File: config.mk
export PLATFORM = sky130hd
export DESIGN_NAME = block_serializer_64x8bit
export DESIGN_NICKNAME = d
export VERILOG_FILES = /design/src/rtl/jpeg_block_pkg.sv /design/src/rtl/block_scan_addr_gen.sv /design/src/rtl/block_serializer_64x8bit.sv
export SDC_FILE = /design/constraint.sdc
export NUM_CORES = 1
export LEC_CHECK = 0
export ABC_AREA = 1
export CAP_MARGIN = 10
export CORE_ASPECT_RATIO = 1.1
export CORE_MARGIN = 1.5
export CORE_UTILIZATION = 40
export DETAILED_ROUTE_END_ITERATION = 10
export GPL_ROUTABILITY_DRIVEN = 0
export PLACE_DENSITY_LB_ADDON = 0.12
export SKIP_CTS_REPAIR_TIMING = 1
export SLEW_MARGIN = 20
export SYNTH_ARGS = -nofsm -noshare
export SYNTH_HDL_FRONTEND = slang
export SYNTH_SLANG_ARGS = --single-unit
File: constraint.sdc
create_clock -name clock -period 2.4 [get_ports clock]
set_input_delay 0.48 -clock clock [delete_from_list [all_inputs] [get_ports clock]]
set_output_delay 0.48 -clock clock [all_outputs]
set_load 0.05 [all_outputs]
File: src/rtl/jpeg_block_pkg.sv
// Shared constants for the 64-sample JPEG block datapath: geometry, serializer states
// and the JPEG zigzag scan table used when ZIGZAG_SCAN_EN is defined.
package jpeg_block_pkg;

  localparam int BLK_DEPTH = 64;
  localparam int BLK_IDX_W = 6;

  typedef enum logic [0:0] {
    IDLE   = 1'b0,
    STREAM = 1'b1
  } ser_state_t;

  localparam logic [5:0] ZIGZAG_LUT [0:63] = '{
    6'd0,  6'd1,  6'd8,  6'd16, 6'd9,  6'd2,  6'd3,  6'd10,
    6'd17, 6'd24, 6'd32, 6'd25, 6'd18, 6'd11, 6'd4,  6'd5,
    6'd12, 6'd19, 6'd26, 6'd33, 6'd40, 6'd48, 6'd41, 6'd34,
    6'd27, 6'd20, 6'd13, 6'd6,  6'd7,  6'd14, 6'd21, 6'd28,
    6'd35, 6'd42, 6'd49, 6'd56, 6'd57, 6'd50, 6'd43, 6'd36,
    6'd29, 6'd22, 6'd15, 6'd23, 6'd30, 6'd37, 6'd44, 6'd51,
    6'd58, 6'd59, 6'd52, 6'd45, 6'd38, 6'd31, 6'd39, 6'd46,
    6'd53, 6'd60, 6'd61, 6'd54, 6'd47, 6'd55, 6'd62, 6'd63
  };

endpackage

File: src/rtl/block_scan_addr_gen.sv
// Maps a scan position to a buffer address: JPEG zigzag when ZIGZAG_SCAN_EN is
// defined (requires 64-entry blocks), raster identity otherwise.
module block_scan_addr_gen
  import jpeg_block_pkg::*;
#(
  parameter int IDX_W = BLK_IDX_W
) (
  input  logic [IDX_W-1:0] i_cnt,
  output logic [IDX_W-1:0] o_addr
);

`ifdef ZIGZAG_SCAN_EN
  assign o_addr = ZIGZAG_LUT[i_cnt];
`else
  assign o_addr = i_cnt;
`endif

endmodule

File: src/rtl/block_serializer_64x8bit.sv
// Captures one parallel 64-sample block and streams it out one sample per transfer
// over valid/ready. Scan order is zigzag when ZIGZAG_SCAN_EN is defined, raster otherwise.
module block_serializer_64x8bit
  import jpeg_block_pkg::*;
#(
  parameter int DATA_WIDTH = 8,
  parameter int DEPTH      = BLK_DEPTH,
  localparam int IDX_W     = $clog2(DEPTH)
) (
  input  logic                  clock,
  input  logic                  reset,
  input  logic                  block_valid,
  output logic                  block_ready,
  input  logic [DATA_WIDTH-1:0] block_data [0:DEPTH-1],
  output logic                  out_valid,
  input  logic                  out_ready,
  output logic [DATA_WIDTH-1:0] out_data,
  output logic [IDX_W-1:0]      out_index,
  output logic                  out_last,
  output logic                  busy
);

  localparam logic [IDX_W-1:0] LAST_CNT = IDX_W'(DEPTH - 1);

  ser_state_t            r_state;
  logic [IDX_W-1:0]      r_cnt;
  logic [DATA_WIDTH-1:0] r_buf [0:DEPTH-1];
  logic                  r_out_valid;
  logic [DATA_WIDTH-1:0] r_out_data;
  logic [IDX_W-1:0]      r_out_index;
  logic                  r_out_last;

  logic [IDX_W-1:0]      w_next_cnt;
  logic [IDX_W-1:0]      w_next_addr;

  // Scan position the output registers load next: 0 on capture, cnt+1 while streaming.
  always_comb begin
    w_next_cnt = '0;
    if (r_state == STREAM) begin
      w_next_cnt = r_cnt + IDX_W'(1);
    end else begin
      w_next_cnt = '0;
    end
  end

  block_scan_addr_gen #(
    .IDX_W (IDX_W)
  ) u_addr_gen (
    .i_cnt  (w_next_cnt),
    .o_addr (w_next_addr)
  );

  // Outputs are registered one step ahead, so out_ready never reaches out_data combinationally.
  always_ff @(posedge clock) begin
    if (reset) begin
      r_state     <= IDLE;
      r_cnt       <= '0;
      r_out_valid <= 1'b0;
      r_out_data  <= '0;
      r_out_index <= '0;
      r_out_last  <= 1'b0;
      for (int i = 0; i < DEPTH; i++) begin
        r_buf[i] <= '0;
      end
    end else begin
      case (r_state)
        IDLE: begin
          if (block_valid) begin
            r_buf       <= block_data;
            r_cnt       <= '0;
            r_state     <= STREAM;
            r_out_valid <= 1'b1;
            r_out_data  <= block_data[w_next_addr];
            r_out_index <= w_next_addr;
            r_out_last  <= (LAST_CNT == '0);
          end
        end
        STREAM: begin
          if (out_ready) begin
            if (r_cnt == LAST_CNT) begin
              r_state     <= IDLE;
              r_cnt       <= '0;
              r_out_valid <= 1'b0;
              r_out_data  <= '0;
              r_out_index <= '0;
              r_out_last  <= 1'b0;
            end else begin
              r_cnt       <= w_next_cnt;
              r_out_data  <= r_buf[w_next_addr];
              r_out_index <= w_next_addr;
              r_out_last  <= (w_next_cnt == LAST_CNT);
            end
          end
        end
        default: begin
          r_state     <= IDLE;
          r_cnt       <= '0;
          r_out_valid <= 1'b0;
          r_out_data  <= '0;
          r_out_index <= '0;
          r_out_last  <= 1'b0;
        end
      endcase
    end
  end

  assign block_ready = (r_state == IDLE);
  assign busy        = (r_state == STREAM);
  assign out_valid   = r_out_valid;
  assign out_data    = r_out_data;
  assign out_index   = r_out_index;
  assign out_last    = r_out_last;

endmodule

### Word level (Yosys, flattened, before mapping)

Cells that the tools add are included.

* bits in registers: 535
* bits of input ports: 516
* output and inout port bits: 18
* word-level logic and storage cells: 111

* add/subtract/negate cells: 1
* magnitude comparators: 1
* equality and inequality tests: 5
* multiplexer cells: 29
* bitwise operators: 2
* reduce and logical (&&, ||, !) cells: 3

Operators with widths (count)
* 8-bit binary-select mux with 6-bit select: 2
* 8-bit 2-to-1 mux: 7
* 6-bit 2-to-1 mux: 5
* 6-bit case mux with 2 select lines: 2
* 8-bit case mux with 2 select lines: 1
* 6-bit equality test (second input constant): 2
* 1-bit 2-to-1 mux: 9
* 7-bit >= comparator (second input constant): 1
* 6-bit NOT with 7-bit output: 1
* 6-bit by 1-bit adder with 6-bit output (second input constant): 1
* 1-bit case mux with 2 select lines: 3
* 2-bit inequality test (second input constant): 2
* 2-bit AND reduction: 2
* 3-bit AND reduction: 1
* 2-bit by 1-bit inequality test with 1-bit output (second input constant): 1
* 1-bit NOT: 1

### Longest topological paths before layout

Gate-level depths: netlist (run 1).

* depth in word-level cells: 9
* gate-level depth with buffers: 13
* depth with buffers taken out: 12

### By module

From an unflattened synthesis (run 1), not the netlist that was laid out.

* cell total of the unflattened synthesis: 4750
* area total of the unflattened synthesis: 28911.5 µm²

By module, submodules not included
* block_serializer_64x8bit: instances 1, cells an instance 4744, area each 28866.4 µm², seq. area each 10710.3 µm²
* block_scan_addr_gen: instances 1, cells an instance 6, area each 45.0 µm², seq. area each 0.0 µm²

### Least setup slack after synthesis (run 1)

Ideal clock, no wire load.

* path type: reg2reg
* start point: register r_state (netlist: busy)
* end point: register r_out_data[2] (netlist: out_data[2])
* library setup time: 0.120 ns
* arrival time: 2.070 ns
* data required time: 2.280 ns
* setup slack: 0.210 ns
* cell stages (with the launch flop): 12
* path buffers: 2
* clock period less this slack: 2.190 ns
* path through: dfxtp_1 -> buf_4 -> inv_2 -> nor2_1 -> nand2_2 -> inv_1 -> buf_1 -> nand3_1 -> nand3_1 -> nand3_1 -> nand3_1 -> a21oi_1

* elaborated cells on any way between the ends: 16
* classes of those cells: 2 x eq/ne; 11 x mux; 2 x bitwise; 1 x reduce/logical

RTL lines
* start: declaration: line block_serializer_64x8bit.sv:25 `ser_state_t r_state;`
* start signal: assignment: line block_serializer_64x8bit.sv:56 `r_state <= IDLE;`
* start signal: assignment: line block_serializer_64x8bit.sv:71 `r_state <= STREAM;`
* start signal: assignment: line block_serializer_64x8bit.sv:81 `r_state <= IDLE;`
* 1-bit NOT (no source line) *
* via block_ready: line block_serializer_64x8bit.sv:13 `output logic block_ready,`
* 2-bit inequality test (no source line)
* 2-bit AND reduction (no source line)
* end signal: assignment: line block_serializer_64x8bit.sv:73 `r_out_data <= block_data[w_next_addr];`
* end signal: assignment: line block_serializer_64x8bit.sv:89 `r_out_data <= r_buf[w_next_addr];`
* end: declaration: line block_serializer_64x8bit.sv:29 `logic [DATA_WIDTH-1:0] r_out_data;`

The timed path passes the listed nets; every way through them passes the cells marked *. The select of a mux whose other input is x is not followed.
A chain may end at the register's enable or synchronous reset.

### Worst setup path after layout (run 1)

* start point: register r_out_data[1] (netlist: out_data[1])
* end point: output port out_data[1]

RTL lines
* end: declaration: line block_serializer_64x8bit.sv:17 `output logic [DATA_WIDTH-1:0] out_data,`

No word-level cell between the ends.

==> impl_metrics.env, run 1 <==
export IMPL_wirelength_um=94700
export IMPL_worst_clock_skew_ns=0.0153
export IMPL_grtUsageTotal_pct=30.1
export IMPL_synthArstFlopShare_pct=0
export IMPL_cp_end_kind="primary output"
export IMPL_final_cell_mix="nor2_1, o21ai_0, dfxtp_1, clkdlybuf4s50_1, nand2_1"
export IMPL_hp_class="input pin to flip-flop"
export IMPL_finalHoldViolations=0
export IMPL_postPlaceCellArea_mm2=0.0300
export IMPL_num_io_pins=534
export IMPL_critical_path_top_delay_family="buffers and inverters"
export IMPL_slowest_delay_ns=0.85
export IMPL_post_place_ws_ns=-0.0729
export IMPL_htreeDepth=2
export IMPL_synth_nets=3965
export IMPL_p_per_area_mw_per_mm2=697
export IMPL_min_period_ns=2.36
export IMPL_synth_area_leaders="dfxtp_1, nor2_1, o21ai_0"
export IMPL_drive_gt1_share_pct=6.36
export IMPL_mappedNetlistArea_mm2=0.0235
export IMPL_clkLatencyLatePin_ns=0.62
export IMPL_total_power_mw=22.4
export IMPL_fill_cells=5602
export IMPL_avgSynthCellArea_um2=6.81
export IMPL_yosys_warnings=0
export IMPL_antenna_found_initial=18
export IMPL_drc=0
export IMPL_die_w_um=234
export IMPL_seq_area_mm2=0.0107
export IMPL_final_core_util_pct=55.8
export IMPL_rows=92
export IMPL_detail_route_antenna_nets=0
export IMPL_cpMaxStageDelayCell="clkdlybuf4s50_1"
export IMPL_synth_seq_area_share_pct=45.6
export IMPL_final_common_cell="nor2_1"
export IMPL_tritoncts="built"
export IMPL_grt_ovfl_total=0
export IMPL_dr_pass1_iters=6
export IMPL_synth_top_cell_area_share_pct=45.6
export IMPL_critPathLaunchType="flip-flop"
export IMPL_drt_iter0_drc=2490
export IMPL_finalCritPeriodShare_pct=98.5
export IMPL_status="completed"
export IMPL_critPathKind="flip-flop to primary output"
export IMPL_layout_area_overhead_vs_synth_pct=37.1
export IMPL_nNetsFinal=4407
export IMPL_relSlewSlack_pct=47.1
export IMPL_die_y_um=257
export IMPL_layout_setup_ws_ns=0.0363
export IMPL_synthCells=3448
export IMPL_multi_input_area_mm2=0.0111
export IMPL_cp_num_buf_inv=1
export IMPL_drv_slew=0
export IMPL_ctsRootBufferMaster="clkbuf_16"
export IMPL_path_clk_slew_ns=0.06
export IMPL_path_cells="clkdlybuf4s50_1"
export IMPL_initial_core_util_pct=40.7
export IMPL_numCtsBuffers=58
export IMPL_clock_path_buffers=3
export IMPL_synth_seq_cells=535
export IMPL_synthFlopType="dfxtp_1"
export IMPL_cts_sinks=535
export IMPL_cp_data_required_time_ns=1.92
export IMPL_vias=24839
export IMPL_leakagePower_nw=13.3
export IMPL_synth_edf_count=0
export IMPL_ir_worst_vdd_mv=0.526
export IMPL_design_area_mm2=0.0322
export IMPL_cap_violations=0
export IMPL_clock_fmax_mhz=423
export IMPL_dieArea_mm2=0.0601
export IMPL_grt_pass1_wl_um=139000
export IMPL_grt_start_max_net_pins=98
export IMPL_critPathMaxFanout=2
export IMPL_wl_per_cell_um=20.2
export IMPL_port_buffers=533
export IMPL_synth_cell_type_count=24
export IMPL_routed_via_density=5.29
export IMPL_design_core_area_mm2=0.0577
export IMPL_tightest_slew_ns=0.791
export IMPL_synth_top_area_cell="dfxtp_1"
export IMPL_dpl_hpwl_um=65600
export IMPL_grt_pass1_vias=23263
export IMPL_setup_viol=0
export IMPL_cp_arrival_ns=1.88
area by class of cell:
type,count,share of cell area (%)
clock buffers,82,5.36
clock inverters,18,0.404
inverters,144,1.73
well taps,752,2.92
multi-input cells,2489,34.5
diodes,12,0.0933
repair buffers,662,21.7
flip-flops and latches,535,33.3
synthesized netlist by cell type (14+ instances only):
cell,number
o21ai_0,573
clkbuf_1,174
a21oi_1,243
buf_4,14
o211ai_1,21
nand3_1,409
buf_2,77
nand2_1,426
inv_1,139
dfxtp_1,535
nor2_1,798
buf_1,16
metal layers:
metal / up-vias / global-route usage [%] / share of wire, %
met5: - / 0 / 0.080
met4: 12 / 10.7 / 3.4
met3: 168 / 5.12 / 7.7
met2: 992 / 47.4 / 46
met1: 11442 / 41.4 / 43
li1: 12225 / - / -
state kept, by name, indices dropped and copies added, names as in the netlist:
| name | cells |
|---|---|
| out_last | 1 |
| busy | 1 |
| out_data | 8 |
| r_buf | 512 |
| out_index | 6 |
| r_cnt | 6 |
| out_valid | 1 |
logic make-up after synthesis:
kind of cell    count (synthesis)  synth area share (%)
compound gates                841                  18.2
xor+xnor                        1                0.0373
fa+ha+maj                       1                0.0533
buf+inv                       425                  7.43
flops                         535                  45.6
simple gates                 1645                  28.6
worst paths after layout:
| path | from | endpoint | slack [ns] | cells after the start |
|---|---|---|---|---|
| max | out_data[1] | out_data[1] | 0.04 | 1 |
| max reg2reg | r_cnt[0] | out_data[1] | 0.08 | 12 |
| min | block_data[446] | r_buf[446] | 0.44 | 3 |
| min reg2reg | r_buf[333] | r_buf[333] | 0.45 | 2 |
through the flow:
stage | hold slack [ns] | std cells | setup TNS, ns
after floorplan | 0.425 | 3448 | 0
after global placement | 0.433 | 4571 | -0.0264
after detailed placement | 0.439 | 4571 | -0.0739
after CTS | 0.409 | 4671 | -0.192
after global routing | 0.433 | 4694 | -0.00279
final | 0.444 | 4694 | 0
power by group:
group / internal (mW) / switching, mW
combinational: 1.67 / 2.00
sequential: 9.58 / 0.355
clock: 5.07 / 3.76
total: 16.3 / 6.12
Power figures use the tool's default switching activity.
==> run 2: changes to the inputs <==
--- a/config.mk
+++ b/config.mk
@@ -12,7 +12,8 @@
 export CORE_UTILIZATION = 40
 export DETAILED_ROUTE_END_ITERATION = 10
 export GPL_ROUTABILITY_DRIVEN = 0
-export PLACE_DENSITY_LB_ADDON = 0.12
+export PLACE_DENSITY = 0.77
+export RECOVER_POWER = 50
 export SKIP_CTS_REPAIR_TIMING = 1
 export SLEW_MARGIN = 20
 export SYNTH_ARGS = -nofsm -noshare
==> run 2 against run 1 <==
  * Count of clock-buffer cells in the layout down 1
  * Design area down 0.43%
  * Routed wire length down 3.0%
  * Fmax down 0.25%
  * Die area unchanged
  * Register-to-register slack worse by 0.02 ns
  * Hold slack worse by 0.0022 ns
  * Clock power up 2%
  * Sequential power about the same
  * Sequential cell count unchanged
  * Non-clock buffer count down 20
  * Largest cell class unchanged
  * Highest routed layer unchanged
==> impl_metrics.env, run 2 (synthesis gave the netlist of run 1 again) <==
export IMPL_critPathLaunchType="flip-flop"
export IMPL_antenna_found_initial=30
export IMPL_fill_cells=5373
export IMPL_final_cells=4683
export IMPL_hp_class="input pin to flip-flop"
export IMPL_drt_iter0_drc=2489
export IMPL_port_buffers=533
export IMPL_tritoncts="built"
export IMPL_regMostFlops="r_buf"
export IMPL_largest_reg_flops=512
export IMPL_wirelength_um=91800
export IMPL_nNetsFinal=4384
export IMPL_drive_gt1_share_pct=5.86
export IMPL_num_io_pins=534
export IMPL_grtUsageTotal_pct=29.0
export IMPL_hold_start="block_data[408]"
export IMPL_rsz0062_at_grt="false"
export IMPL_initial_core_util_pct=40.7
export IMPL_postPlaceCellArea_mm2=0.0300
export IMPL_clock_fmax_mhz=422
export IMPL_grt_pass1_vias=23671
export IMPL_rows=92
export IMPL_grt_ovfl_total=0
export IMPL_cp_end_kind="primary output"
export IMPL_post_place_cells=4550
export IMPL_critical_path_top_delay_family="buffers and inverters"
export IMPL_vias=25333
export IMPL_cap_violations=0
export IMPL_clock_path_buffers=3
export IMPL_grt_pass1_wl_um=135000
export IMPL_relSlewSlack_pct=8.66
export IMPL_critPathMaxFanout=2
export IMPL_numCtsBuffers=56
export IMPL_detail_route_antenna_nets=0
export IMPL_die_y_um=257
export IMPL_critPathKind="flip-flop to primary output"
export IMPL_cts_sinks=535
export IMPL_routed_via_density=5.41
export IMPL_ctsRootBufferMaster="clkbuf_16"
export IMPL_total_power_mw=22.6
export IMPL_cp_data_required_time_ns=1.92
export IMPL_layout_area_overhead_vs_synth_pct=36.5
export IMPL_design_core_area_mm2=0.0577
export IMPL_ir_worst_vdd_mv=0.498
export IMPL_dpl_hpwl_um=64000
export IMPL_min_period_ns=2.37
export IMPL_startpoint="out_data[2]"
export IMPL_layout_setup_ws_ns=0.0304
export IMPL_cpMaxStageDelayCell="clkdlybuf4s50_1"
export IMPL_dr_pass1_iters=6
export IMPL_grt_start_max_net_pins=95
export IMPL_p_per_area_mw_per_mm2=705
export IMPL_multi_input_area_mm2=0.0111
export IMPL_path_cells="clkdlybuf4s50_1"
export IMPL_seq_area_mm2=0.0107
export IMPL_timing_hold_ws_ns=0.442
export IMPL_leakagePower_nw=13.3
export IMPL_finalCritPeriodShare_pct=98.7
export IMPL_post_place_ws_ns=0.0508
export IMPL_cp_arrival_ns=1.89
export IMPL_final_common_cell="nor2_1"
export IMPL_slowest_delay_ns=0.91
export IMPL_path_clk_slew_ns=0.06
export IMPL_status="completed"
export IMPL_finalHoldViolations=0
export IMPL_fin_tns_setup_ns=0
export IMPL_die_w_um=234
export IMPL_clkLatencyLatePin_ns=0.62
export IMPL_final_core_util_pct=55.5
export IMPL_worst_clock_skew_ns=0.0179
export IMPL_r2r_start="r_cnt[0]"
export IMPL_design_area_mm2=0.0320
export IMPL_drc=0
export IMPL_drv_slew=0
export IMPL_tightest_slew_ns=1.37
export IMPL_htreeDepth=2
export IMPL_cp_num_buf_inv=1
export IMPL_final_cell_mix="nor2_1, o21ai_0, dfxtp_1, clkdlybuf4s50_1, nand2_1"
export IMPL_dieArea_mm2=0.0601
export IMPL_wl_per_cell_um=19.6
export IMPL_setup_viol=0
run 2: power by group:
group,internal (mW),leakage (nW),switching [mW]
Clock,5.22,0.950,3.79
Combinational,1.65,7.89,2.00
Sequential,9.58,4.43,0.335
Total,16.5,13.3,6.12
run 2: path summary, 6_finish.rpt:
check | endpoint | slack, ns | depth (start not counted)
worst max-delay path | out_data[2] | 0.03 | 1
worst min-delay path | r_buf[408] | 0.44 | 3
worst max register to register | out_data[1] | 0.06 | 12
worst min register to register | r_buf[41] | 0.45 | 2
run 2: cell type report:
cell class	instances	area share [%]
multi-input combinational	2488	34.6
sequential	535	33.4
clock buffer	81	5.30
clock inverter	21	0.644
inverter	144	1.74
antenna	20	0.156
timing repair buffer	642	21.2
tap	752	2.94
run 2: worst register-to-register path: cells and delay by family (launching register included):
family | cells | cell delay [ns]
AOI/OAI and AO/OA | 2 | 0.43
buffers and inverters | 4 | 0.73
DFF | 1 | 0.41
and+or+nand+nor | 6 | 0.72
run 2: layer usage:
metal / up-vias / part of all wire (%) / track usage, % / wire [um]
met4: 18 / 5.1 / 15.5 / 4650
li1: 12189 / - / - / -
met2: 1254 / 46 / 46.0 / 42300
met1: 11621 / 40 / 36.4 / 36400
met5: - / 0.12 / 0 / 111
met3: 251 / 9.1 / 6.50 / 8340
==> run 3: changes to the inputs <==
--- a/config.mk
+++ b/config.mk
@@ -12,7 +12,7 @@
 export CORE_UTILIZATION = 40
 export DETAILED_ROUTE_END_ITERATION = 10
 export GPL_ROUTABILITY_DRIVEN = 0
-export PLACE_DENSITY = 0.77
+export PLACE_DENSITY = 0.72
 export RECOVER_POWER = 50
 export SKIP_CTS_REPAIR_TIMING = 1
 export SLEW_MARGIN = 20
==> run 3 against run 2 <==
  * Setup slack worse by 0.015 ns
  * Clock power up 3.2%
  * First-iteration DRC count up 0.28%
  * Design area about the same
  * Largest cell class unchanged
==> impl_metrics.env, run 3 (synthesis gave the netlist of run 1 again) <==
export IMPL_die_y_um=257
export IMPL_leakagePower_nw=13.3
export IMPL_layout_area_overhead_vs_synth_pct=36.6
export IMPL_switching_share_pct=26.9
export IMPL_critPathLaunchType="flip-flop"
export IMPL_fin_tns_setup_ns=0
export IMPL_num_io_pins=534
export IMPL_relSlewSlack_pct=53.9
export IMPL_internal_power_mw=16.7
export IMPL_dieArea_mm2=0.0601
export IMPL_rsz0062_at_grt="true"
export IMPL_min_period_ns=2.38
export IMPL_finalHoldViolations=0
export IMPL_critical_path_top_delay_family="buffers and inverters"
export IMPL_setup_viol=0
export IMPL_rows=92
export IMPL_cp_data_required_time_ns=1.92
export IMPL_total_power_mw=22.8
export IMPL_regMostFlops="r_buf"
export IMPL_drt_iter0_drc=2496
export IMPL_tightest_slew_ns=0.690
export IMPL_dpl_hpwl_um=63500
export IMPL_grt_ovfl_total=0
export IMPL_vias=24808
export IMPL_clock_fmax_mhz=419
export IMPL_critPathKind="flip-flop to primary output"
export IMPL_pwr_share_clk_pct=40.7
export IMPL_nNetsFinal=4389
export IMPL_antenna_found_initial=19
export IMPL_design_area_mm2=0.0321
export IMPL_htreeDepth=2
export IMPL_final_cell_mix="nor2_1, o21ai_0, dfxtp_1, clkdlybuf4s50_1, nand2_1"
export IMPL_wirelength_um=90900
export IMPL_die_w_um=234
export IMPL_design_core_area_mm2=0.0577
export IMPL_port_buffers=533
export IMPL_wl_per_cell_um=19.4
export IMPL_critPathMaxFanout=2
export IMPL_drive_gt1_share_pct=6.07
export IMPL_layout_setup_ws_ns=0.0157
export IMPL_grt_pass1_wl_um=135000
export IMPL_path_clk_slew_ns=0.06
export IMPL_numCtsBuffers=56
export IMPL_power_switching_mw=6.13
export IMPL_dr_pass1_iters=5
export IMPL_status="completed"
export IMPL_cp_arrival_ns=1.90
export IMPL_clock_path_buffers=3
export IMPL_postPlaceCellArea_mm2=0.0300
export IMPL_cts_sinks=535
export IMPL_clkLatencyLatePin_ns=0.62
export IMPL_tritoncts="built"
export IMPL_grtUsageTotal_pct=29.1
export IMPL_cp_end_kind="primary output"
export IMPL_hp_class="input pin to flip-flop"
export IMPL_largest_reg_flops=512
export IMPL_routed_via_density=5.29
export IMPL_cap_violations=0
export IMPL_power_share_sequential_pct=43.3
export IMPL_grt_start_max_net_pins=97
export IMPL_post_place_ws_ns=0.0129
export IMPL_p_per_area_mw_per_mm2=712
export IMPL_ctsRootBufferMaster="clkbuf_16"
export IMPL_worst_clock_skew_ns=0.0213
export IMPL_finalCritPeriodShare_pct=99.3
export IMPL_ir_worst_vdd_mv=0.518
export IMPL_path_cells="clkdlybuf4s50_1"
export IMPL_initial_core_util_pct=40.7
export IMPL_cp_num_buf_inv=1
export IMPL_power_frac_comb_pct=15.9
export IMPL_final_common_cell="nor2_1"
export IMPL_detail_route_antenna_nets=0
export IMPL_drc=0
export IMPL_slowest_delay_ns=0.94
export IMPL_grt_pass1_vias=23251
export IMPL_cpMaxStageDelayCell="clkdlybuf4s50_1"
export IMPL_drv_slew=0
## run 3: cell count changes in the layout (fill, tap and decap cells not counted), moves of 5 or more
cell       previous run  this run
clkinv_2             13        18
clkbuf_16            62        57
clkbuf_2              7         0
clkbuf_8             18        12
buf_4                47        68
diode_2              20        15
## run 3: power groups by stage
stage | combinational [mW] | clock (mW) | sequential, mW
3_3_place_gp | 3.57 | 0 | 10.1
3_5_place_dp | 3.60 | 0 | 10.1
5_1_grt | 4.00 | 9.77 | 9.95
6_report | 3.64 | 9.30 | 9.89
2_1_floorplan | 1.79 | 0 | 10.0
4_1_cts | 3.62 | 9.39 | 9.87
## run 3: metrics by stage
stage	utilization, %	cells	hold slack (ns)
after floorplan	-	3448	0.425
after global placement	52.0	4565	0.432
after detailed placement	52.0	4565	0.438
after CTS	55.5	4671	0.412
after global routing	55.6	4687	0.440
final	55.6	4687	0.441
## run 3: layout make-up
cell class | instances | area, um2
Fill cell | 5460 | 25600
Multi-Input combinational cell | 2489 | 11100
Sequential cell | 535 | 10700
Timing Repair Buffer | 646 | 6760
Clock buffer | 74 | 1610
Tap cell | 752 | 941
Inverter | 144 | 558
Clock inverter | 32 | 358
Antenna cell | 15 | 37.5
## run 3: worst paths after layout
check	from	endpoint	slack (ns)	cells past startpoint
hold / removal	block_data[9]	r_buf[9]	0.44	3
setup reg to reg	r_cnt[0]	out_data[0]	0.13	11
setup / recovery	out_data[1]	out_data[1]	0.02	1
hold reg to reg	r_buf[424]	r_buf[424]	0.45	2
## run 3: layer usage
metal	track usage (%)	share of wire [%]	routed length [um]	vias to the layer above
li1	-	-	-	12184
met1	37.2	41	37300	11397
met2	47.0	46	42100	1019
met3	6.11	8.2	7460	200
met4	13.0	4.4	4010	8
met5	0	0.065	59	-
